### src/rtl/pmu_cb_pkg.sv
// Shared types and defaults for the PMU event-counter bank.
// Snapshot support is enabled with PMU_COUNTER_SNAPSHOT_EN.
package pmu_cb_pkg;

    typedef enum logic {
        MODE_LEVEL = 1'b0,
        MODE_EDGE  = 1'b1
    } cnt_mode_e;

    localparam int unsigned PMU_REG_WIDTH  = 32;
    localparam int unsigned PMU_N_COUNTERS = 24;
    localparam int unsigned PMU_N_SOC_EV   = 128;

    // Never returns 0 so one-entry configurations keep a legal index width.
    function automatic int unsigned sel_width(input int unsigned n);
        return (n > 1) ? $clog2(n) : 1;
    endfunction

endpackage

### src/rtl/pmu_cb_crossbar.sv
// Registered N-to-M event crossbar with synchronous clear.
// Each output registers the event line chosen by its selector field.
module pmu_cb_crossbar
    import pmu_cb_pkg::*;
#(
    parameter int unsigned N_IN  = PMU_N_SOC_EV,
    parameter int unsigned N_OUT = PMU_N_COUNTERS,
    parameter int unsigned SEL_W = sel_width(N_IN)
) (
    input  logic                   clk_i,
    input  logic                   rstn_i,
    input  logic                   clr_i,
    input  logic [N_IN-1:0]        events_i,
    input  logic [N_OUT*SEL_W-1:0] sel_i,
    output logic [N_OUT-1:0]       cbo_o
);

    logic [N_OUT-1:0] cbo_d;
    logic [N_OUT-1:0] cbo_q;

    always_comb begin
        cbo_d = '0;
        for (int k = 0; k < N_OUT; k++) begin
            cbo_d[k] = events_i[sel_i[k*SEL_W +: SEL_W]];
        end
    end

    always_ff @(posedge clk_i or negedge rstn_i) begin
        if (!rstn_i) begin
            cbo_q <= '0;
        end else if (clr_i) begin
            cbo_q <= '0;
        end else begin
            cbo_q <= cbo_d;
        end
    end

    assign cbo_o = cbo_q;

endmodule

### src/rtl/pmu_counter_bank.sv
// PMU counter bank: crossbar-routed events, level/edge counting, sticky overflow.
// Define PMU_COUNTER_SNAPSHOT_EN to build the atomic snapshot copy.
module pmu_counter_bank
    import pmu_cb_pkg::*;
#(
    parameter int unsigned REG_WIDTH  = PMU_REG_WIDTH,
    parameter int unsigned N_COUNTERS = PMU_N_COUNTERS,
    parameter int unsigned N_SOC_EV   = PMU_N_SOC_EV
) (
    input  logic                            clk_i,
    input  logic                            rstn_i,
    input  logic                            en_i,
    input  logic                            softrst_i,
    input  logic [N_SOC_EV-1:0]             events_i,
    input  logic [N_COUNTERS*sel_width(N_SOC_EV)-1:0] sel_i,
    input  logic [N_COUNTERS-1:0]           mode_i,
    input  logic [N_COUNTERS-1:0]           cnt_en_i,
    input  logic                            we_i,
    input  logic [sel_width(N_COUNTERS)-1:0] wr_idx_i,
    input  logic [REG_WIDTH-1:0]            wr_data_i,
    input  logic [N_COUNTERS-1:0]           ovf_clr_i,
    input  logic                            snap_req_i,
    output logic [N_COUNTERS*REG_WIDTH-1:0] counters_o,
    output logic [N_COUNTERS-1:0]           ovf_o,
    output logic                            intr_overflow_o,
    output logic [N_COUNTERS*REG_WIDTH-1:0] snap_o,
    output logic                            snap_valid_o
);

    localparam int unsigned SEL_W = sel_width(N_SOC_EV);
    localparam int unsigned IDX_W = sel_width(N_COUNTERS);

    logic [N_COUNTERS-1:0] cbo_q;

    pmu_cb_crossbar #(
        .N_IN  (N_SOC_EV),
        .N_OUT (N_COUNTERS),
        .SEL_W (SEL_W)
    ) u_xbar (
        .clk_i    (clk_i),
        .rstn_i   (rstn_i),
        .clr_i    (softrst_i),
        .events_i (events_i),
        .sel_i    (sel_i),
        .cbo_o    (cbo_q)
    );

    for (genvar k = 0; k < N_COUNTERS; k++) begin : g_cnt
        logic [REG_WIDTH-1:0] cnt_q;
        logic [REG_WIDTH-1:0] cnt_d;
        logic                 ovf_q;
        logic                 ovf_d;
        logic                 prev_q;
        logic                 inc;
        logic                 wr_hit;
        logic                 wrap;
        cnt_mode_e            mode;

        assign mode   = cnt_mode_e'(mode_i[k]);
        // Indices at or above N_COUNTERS can never match a genvar.
        assign wr_hit = we_i && (wr_idx_i == IDX_W'(k));

        always_comb begin
            inc = en_i & cnt_en_i[k] & cbo_q[k];
            if (mode == MODE_EDGE) begin
                inc = inc & ~prev_q;
            end
        end

        always_comb begin
            cnt_d = cnt_q;
            wrap  = 1'b0;
            if (softrst_i) begin
                cnt_d = '0;
            end else if (wr_hit) begin
                cnt_d = wr_data_i;
            end else if (inc) begin
                cnt_d = cnt_q + REG_WIDTH'(1);
                wrap  = &cnt_q;
            end
            // A wrap in the same cycle as a clear keeps the flag set.
            ovf_d = softrst_i ? 1'b0 : ((ovf_q & ~ovf_clr_i[k]) | wrap);
        end

        always_ff @(posedge clk_i or negedge rstn_i) begin
            if (!rstn_i) begin
                cnt_q  <= '0;
                ovf_q  <= 1'b0;
                prev_q <= 1'b0;
            end else begin
                cnt_q  <= cnt_d;
                ovf_q  <= ovf_d;
                prev_q <= softrst_i ? 1'b0 : cbo_q[k];
            end
        end

        assign counters_o[k*REG_WIDTH +: REG_WIDTH] = cnt_q;
        assign ovf_o[k] = ovf_q;
    end

    assign intr_overflow_o = |ovf_o;

`ifdef PMU_COUNTER_SNAPSHOT_EN
    logic [N_COUNTERS*REG_WIDTH-1:0] snap_q;
    logic                            snap_valid_q;

    always_ff @(posedge clk_i or negedge rstn_i) begin
        if (!rstn_i) begin
            snap_q       <= '0;
            snap_valid_q <= 1'b0;
        end else if (softrst_i) begin
            snap_q       <= '0;
            snap_valid_q <= 1'b0;
        end else begin
            snap_valid_q <= snap_req_i;
            if (snap_req_i) begin
                snap_q <= counters_o;
            end
        end
    end

    assign snap_o       = snap_q;
    assign snap_valid_o = snap_valid_q;
`else
    logic unused_snap_req;

    assign unused_snap_req = snap_req_i;
    assign snap_o          = '0;
    assign snap_valid_o    = 1'b0;
`endif

endmodule

### config.mk
export PLATFORM = sky130hd
export DESIGN_NAME = pmu_counter_bank
export DESIGN_NICKNAME = d
export VERILOG_FILES = /design/src/rtl/pmu_cb_pkg.sv /design/src/rtl/pmu_cb_crossbar.sv /design/src/rtl/pmu_counter_bank.sv
export SDC_FILE = /design/constraint.sdc
export NUM_CORES = 2
export LEC_CHECK = 0
export BUFFER_PORTS_ARGS = -buffer_cell sky130_fd_sc_hd__buf_2
export CAP_MARGIN = 20
export CORE_AREA = 2 2 779 781
export CTS_CLUSTER_DIAMETER = 40
export CTS_CLUSTER_SIZE = 24
export DETAILED_ROUTE_END_ITERATION = 10
export DIE_AREA = 0 0 781 783
export PLACE_DENSITY_LB_ADDON = 0.15
export SYNTH_ARGS = -nofsm -noshare
export SYNTH_HDL_FRONTEND = slang
export SYNTH_SLANG_ARGS = --single-unit
export TNS_END_PERCENT = 50
### constraint.sdc
create_clock -name clk_i -period 3.05 [get_ports clk_i]
set_clock_uncertainty 0.1 [all_clocks]
set_input_delay 0.4575 -clock clk_i [delete_from_list [all_inputs] [get_ports clk_i]]
set_output_delay 0.4575 -clock clk_i [all_outputs]
set_load 0.02 [all_outputs]
; After elaboration in Yosys (flattened, before gate mapping)
; Index checks and enable logic that the tools add are counted.
[op_classes]
magnitude_cmp = 24
n_reduce_logical = 74
addsub = 24
n_eq_ne = 23
mux = 265
n_bitwise = 168
[ops]
columns = op, n
row1 = 32-bit two-way mux, 72
row2 = 32-bit by 1-bit adder with 32-bit output (second input constant), 24
row3 = 32-bit AND reduction, 24
row4 = 7-bit by 8-bit < comparator with 1-bit output (second input constant), 24
row5 = 1-bit binary-select mux with 7-bit select, 24
row6 = 1-bit two-way mux, 168
row7 = 1-bit bitwise AND, 96
row8 = 3-bit nonzero test, 24
row9 = 1-bit inverter, 48
row10 = 5-bit by 4-bit == test with 1-bit output (second input constant), 8
row11 = 5-bit == test (second input constant), 8
row12 = 1-bit logical AND, 24
row13 = 24-bit two-way mux, 1
row14 = 1-bit bitwise OR, 24
row15 = 24-bit OR reduction, 1
row16 = 5-bit by 3-bit == test with 1-bit output (second input constant), 4
row17 = 5-bit by 2-bit == test with 1-bit output (second input constant), 2
row18 = 5-bit by 1-bit == test with 1-bit output (second input constant), 1
row19 = 5-bit zero test, 1
[word_totals]
out_inout_bits = 1562
register_bits = 840
wordCells = 651
in_bits = 411

; Longest topological paths before layout
[logic_depth]
ltp_word = 9
mapped_depth = 10
ltp_nobuf = 7

; Hierarchy
; Synthesis repeated with hierarchy kept, for this count alone.
[unflattened]
cells_unflattened = 9322
hier_area_um2 = 85794.8
[by_module_without_submodules]
columns = mod, n_inst, seq_area_each_um2, area_per_inst_um2, cells_per_inst
row1 = pmu_counter_bank, 1, 20419.6, 53719.0, 6205
row2 = pmu_cb_crossbar, 1, 600.6, 32075.8, 3117

; Worst setup path before layout
; Ideal clock, no wire load.
[synth_path]
kind = in2reg
start = input mode_i[23]
end = register g_cnt[23].cnt_q[23]
n_path_buf = 1
path_stages = 6
t_arrival_ps = 2188
required_ps = 2851
setup_ps = 99
path_slack_ps = 662
path_cell_list = and2_1 nor4_4 or4b_1 buf_2 or3_1 a311oi_1
[synth_between]
elab_chain_len = 2
[synth_lines]
columns = element, line_no
row1 = from (decl), pmu_counter_bank.sv:16  ; input logic [N_COUNTERS-1:0] mode_i,
row2 = 1-bit two-way mux, pmu_counter_bank.sv:65  ; if (mode == MODE_EDGE) begin
row3 = 3-bit nonzero test (no line), n/a
row4 = to (signal assigned), pmu_counter_bank.sv:91  ; cnt_q <= cnt_d;
row5 = to (decl), pmu_counter_bank.sv:49  ; logic [REG_WIDTH-1:0] cnt_q;
; No other way between the ends.
; A chain may end at the register's enable or synchronous reset.

; Final worst setup path
[layout_path]
start = register g_cnt[12].ovf_q
end = output intr_overflow_o
[layout_between]
elab_chain_len = 1
[layout_lines]
columns = element, line_no
row1 = from (decl), pmu_counter_bank.sv:51  ; logic ovf_q;
row2 = from (signal assigned), pmu_counter_bank.sv:92  ; ovf_q <= ovf_d;
row3 = 24-bit OR reduction, pmu_counter_bank.sv:101  ; assign intr_overflow_o = |ovf_o;
row4 = to (decl), pmu_counter_bank.sv:25  ; output logic intr_overflow_o,
; No other way between the ends.

==> summary.md <==
| Metric | Value |
|---|---|
| CORE AREA | 604000 sq um |
| Max FO, Critical Path | 2 |
| First-pass GRT wire length | between 700 and 800 mm |
| CP max-delay cell | dfrtp_2 |
| Initial antenna violation count | 202 |
| Worst setup EP type | output port |
| Hold Path End | g_cnt[8].cnt_q[4]$_DFFE_PN0P_ |
| CTS Root Buffer Type | clkbuf_16 |
| Slew Viols, Final | 0 |
| CP Data Arrival Time | 2.58 ns |
| Layout cell share with drive strength beyond 1 | 0.306 |
| HP Class | input port to flip-flop |
| Final Instance Count excl. Fillers | 18900 |
| Starting Density | 0.135 |
| Worst slack, placed | -0.131 ns |
| Largest net degree at the start of global routing | roughly 120 |
| Status | complete, but fails checks |
| Die span in y | 783 um |
| Hold WS | 0.0968 ns |
| CTS clk-pin slew, worst paths | 0.04 ns |
| Setup ws final | -0.0852 ns |
| GP Congestion | 0.875 |
| Final ANT Viol Nets | 0 |
| Synth unique cells | between 60 and 70 |
| Area leader, netlist | dfrtp_1 |
| Area contributors post-synth | dfrtp_1 (26%), mux4_2 (14%), buf_4 (8.0%), a211oi_1 (6.3%), mux2i_1 (4.6%) |
| Top cell type's share of synthesized area | 0.258 |
| Vias in the first global route | 79200 |
| Sw frac | 0.325 |
| Number of synthesized flops with an enable pin | 0 |
| Power Density | 442 nW/um^2 |
| Sequential fraction of design power | 0.241 |
| Crit path kind | flip-flop to output port |
| Port buffer count | about 1200 |
| Worst VDD drop | roughly 0.00050 V |
| Die Wd | slightly below 800 um |
| Power share of the combinational group | 0.217 |
| Area Growth Syn to Fin | 34.7% |
| Vias per cell | 4.36 |
| Hold wc startpoint | wr_idx_i[0] |
| CP delay by family, top | simple AND/OR/NAND/NOR gates |
| Switch Pwr | 15800 uW |
| Sequential area share after synthesis | 0.258 |
| HPWL Detailed | 438 mm |
| Slew @ Worst Pin | 0.912 ns |
| # clock sinks | 840 |
| CP Buf/Inv Count | 3 |
| Longest Clk Path Bufs | 4 |
| Rows | 286 |
| Internal power | 32800 uW |
| DR pass1 iterations | 6 |
| Yosys reg bits | between 800 and 900 |
| Max incr delay on CP | between 0.4 and 0.5 ns |
| Iteration-0 DRC Markers | 8717 |
| Reg-to-reg endpoint | g_cnt[16].cnt_q[1]$_DFFE_PN0P_ |
| RSZ-0062 raised after global routing | yes |
| Nets | 11000 |
| Ys flop type | dfrtp_1 |
| Reg2Reg Depth | 7 |
| H-tree levels | 4 |
| Clock Latency Late Sink | 0.97 ns |
| Number of max-cap violations | 0 |
| Asr flop ratio synth | 1.00 |
| Peak Freq | 319 MHz |
| Startpoint Class | flip-flop |
| Worst hold path cell count | 4 |
| GRT overflow | 0 |
| Routed len/inst | 31.6 um |
| Crit path required time | 2.49 ns |
| Placed cells | 18300 |
| GR Util All Layers | 0.185 |
| Cell Area, Synth | 81600 sq um |
| Drt drc | 0 |
| Reg-to-Reg Start | u_xbar.cbo_o[16]$_DFF_PN0_ |
| R2r setup slk | 0.30 ns |
| Full die area | about 610000 sq um |
| Syn Inst Count | 9107 |
| Final critical-path share of the clock period | 1.03 |
| Total CTS buffers | 238 |
| TritonCTS clock tree | yes |
| Setup violations, final | 1 |
| Via count | slightly above 80000 |
| Failing checks | negative setup slack |
| Pleak | 0.0456 uW |
| Clk network pwr share | 0.542 |
| Yosys warns | 0 |
| Critical path cell sequence | nor4_4, buf_6, and4_4, buf_12, nand3_4, buf_8 |
| I/O Pins | slightly below 2000 |
| Syn_area_per_cell | approximately 9.0 sq um |
| Relative slew margins | 0.376 |
| Min Tclk post-route | between 3 and 4 ns |
| DRT Wirelength | 596 mm |
| Hold Fails Final Rpt | 0 |
[layer usage]
layer	vias up	share of wire	track usage
met1	41900	0.41	0.234
li1	35100	-	-
met2	4180	0.46	0.296
met5	-	0.00079	0
met3	1102	0.082	0.0502
met4	70	0.050	0.0787
[synthesized netlist by cell type, types with 9 or more instances]
master	n
a2111oi_0	24
a211oi_1	681
a21boi_0	9
a21oi_1	104
a221oi_1	72
a22oi_1	216
a311oi_1	97
a31oi_1	24
a32o_1	10
and2_1	45
and3_1	176
and4_1	74
buf_1	35
buf_2	129
buf_4	866
clkbuf_1	689
dfrtp_1	840
ha_1	24
inv_1	130
mux2_2	216
mux2i_1	379
mux4_2	504
nand2_1	580
nand2b_1	72
nand3_1	482
nand4_1	240
nor2_1	937
nor2b_1	158
nor3_1	111
nor3_2	10
nor3b_1	27
nor4_1	38
o2111ai_1	24
o211ai_1	25
o21ai_0	124
o311ai_0	24
o41ai_1	25
or2_2	32
or3_1	115
or4_1	34
xnor2_1	262
xor2_1	378
[placed cells by master (no fill, tap or decap), drive strengths merged, types with 121 or more instances in the layout]
cell | netlist | final
dfrtp | 840 | 840
inv | 130 | 134
a211oi | 682 | 682
mux4 | 504 | 504
xor2 | 378 | 378
nand4 | 243 | 243
nor2 | 937 | 937
xnor2 | 262 | 262
nand3 | 488 | 488
and3 | 176 | 176
nor3 | 121 | 121
mux2i | 379 | 379
mux2 | 216 | 216
nor2b | 158 | 158
nand2 | 580 | 580
a22oi | 216 | 216
conb | 1 | 769
clkbuf | 691 | 353
o21ai | 124 | 124
buf | 1033 | 2056
[metrics by stage]
step / setup TNS, ns / instance area (sq um) / total power (uW) / util
after floorplan: 0 / 84500 / 17600 / -
after global placement: -0.264 / 100000 / 22300 / 0.166
after detailed placement: -0.333 / 100000 / 22200 / 0.166
after CTS: -0.256 / 110000 / 49200 / 0.182
after global routing: -0.191 / 110000 / 50200 / 0.182
final: -0.0852 / 110000 / 48500 / 0.182
[worst register-to-register path: stages, from the launching register on]
cell and delay (ns):
dfrtp_1 0.43, buf_4 0.22, nand3_2 0.13, a21oi_1 0.27, dlygate4sd3_1 0.65, nand2_1 0.07, a311oi_1 0.23, dlygate4sd3_1 0.58
[cells by family (layout without fill, tap and decap cells)]
| kind of cell | Yosys count | count (layout) | share of synthesized area |
|---|---|---|---|
| and+or+nand+nor | 3178 | 3178 | 0.195 |
| buffers and inverters | 1854 | 2737 | 0.127 |
| AOI/OAI and AO/OA | 1471 | 1471 | 0.133 |
| muxes | 1099 | 1099 | 0.215 |
| DFF | 840 | 840 | 0.258 |
| xor gates and xnor gates | 640 | 640 | 0.0687 |
| adders and majority gates | 24 | 24 | 0.00368 |
| other | 1 | 832 | 0.0000460 |
[area by class of cell]
class	instances	area, sq um
Fill cell	67900	494000
Sequential cell	840	21000
Antenna cell	63	158
Clock buffer	353	7100
Multi-Input combinational cell	7181	53400
Tap cell	8064	10100
Clock inverter	79	1170
Timing Repair Buffer	2175	16500
Inverter	130	488
[worst max-delay path by stage]
stage / startpoint / to / slack (ns) / cells after the start
6_report: g_cnt[12].ovf_q$_DFF_PN0_ / intr_overflow_o / -0.09 / 6
5_1_grt: g_cnt[12].ovf_q$_DFF_PN0_ / intr_overflow_o / -0.19 / 6
4_1_cts: g_cnt[12].ovf_q$_DFF_PN0_ / intr_overflow_o / -0.26 / 6
3_5_place_dp: sel_i[133] / u_xbar.cbo_o[19]$_DFF_PN0_ / -0.13 / 7
3_3_place_gp: sel_i[91] / u_xbar.cbo_o[13]$_DFF_PN0_ / -0.08 / 8
2_1_floorplan: mode_i[23] / g_cnt[23].cnt_q[23]$_DFFE_PN0P_ / 0.66 / 6
[timing repair]
item,in CTS,in global routing
resized for setup,11,4
pin swaps,2,1
endpoints found under the hold margin,943,0
setup buffers,2,0
hold buffers,119,0
endpoints found under the setup margin,1,1
[state kept, by name (all words and copies together) (netlist names)]
signal and count:
g_cnt.cnt_q 768, g_cnt.ovf_q 24, g_cnt.prev_q 24, u_xbar.cbo_o 24
[power groups by stage]
stage / registers (uW) / logic (uW) / clock network [uW]
after floorplan: 11900 / 5700 / 0
after global placement: 11900 / 10400 / 0
after detailed placement: 11900 / 10300 / 0
after CTS: 11700 / 10500 / 27000
after global routing: 11700 / 10900 / 27500
final: 11700 / 10500 / 26300
No activity file was read; power rests on OpenSTA's default activity.
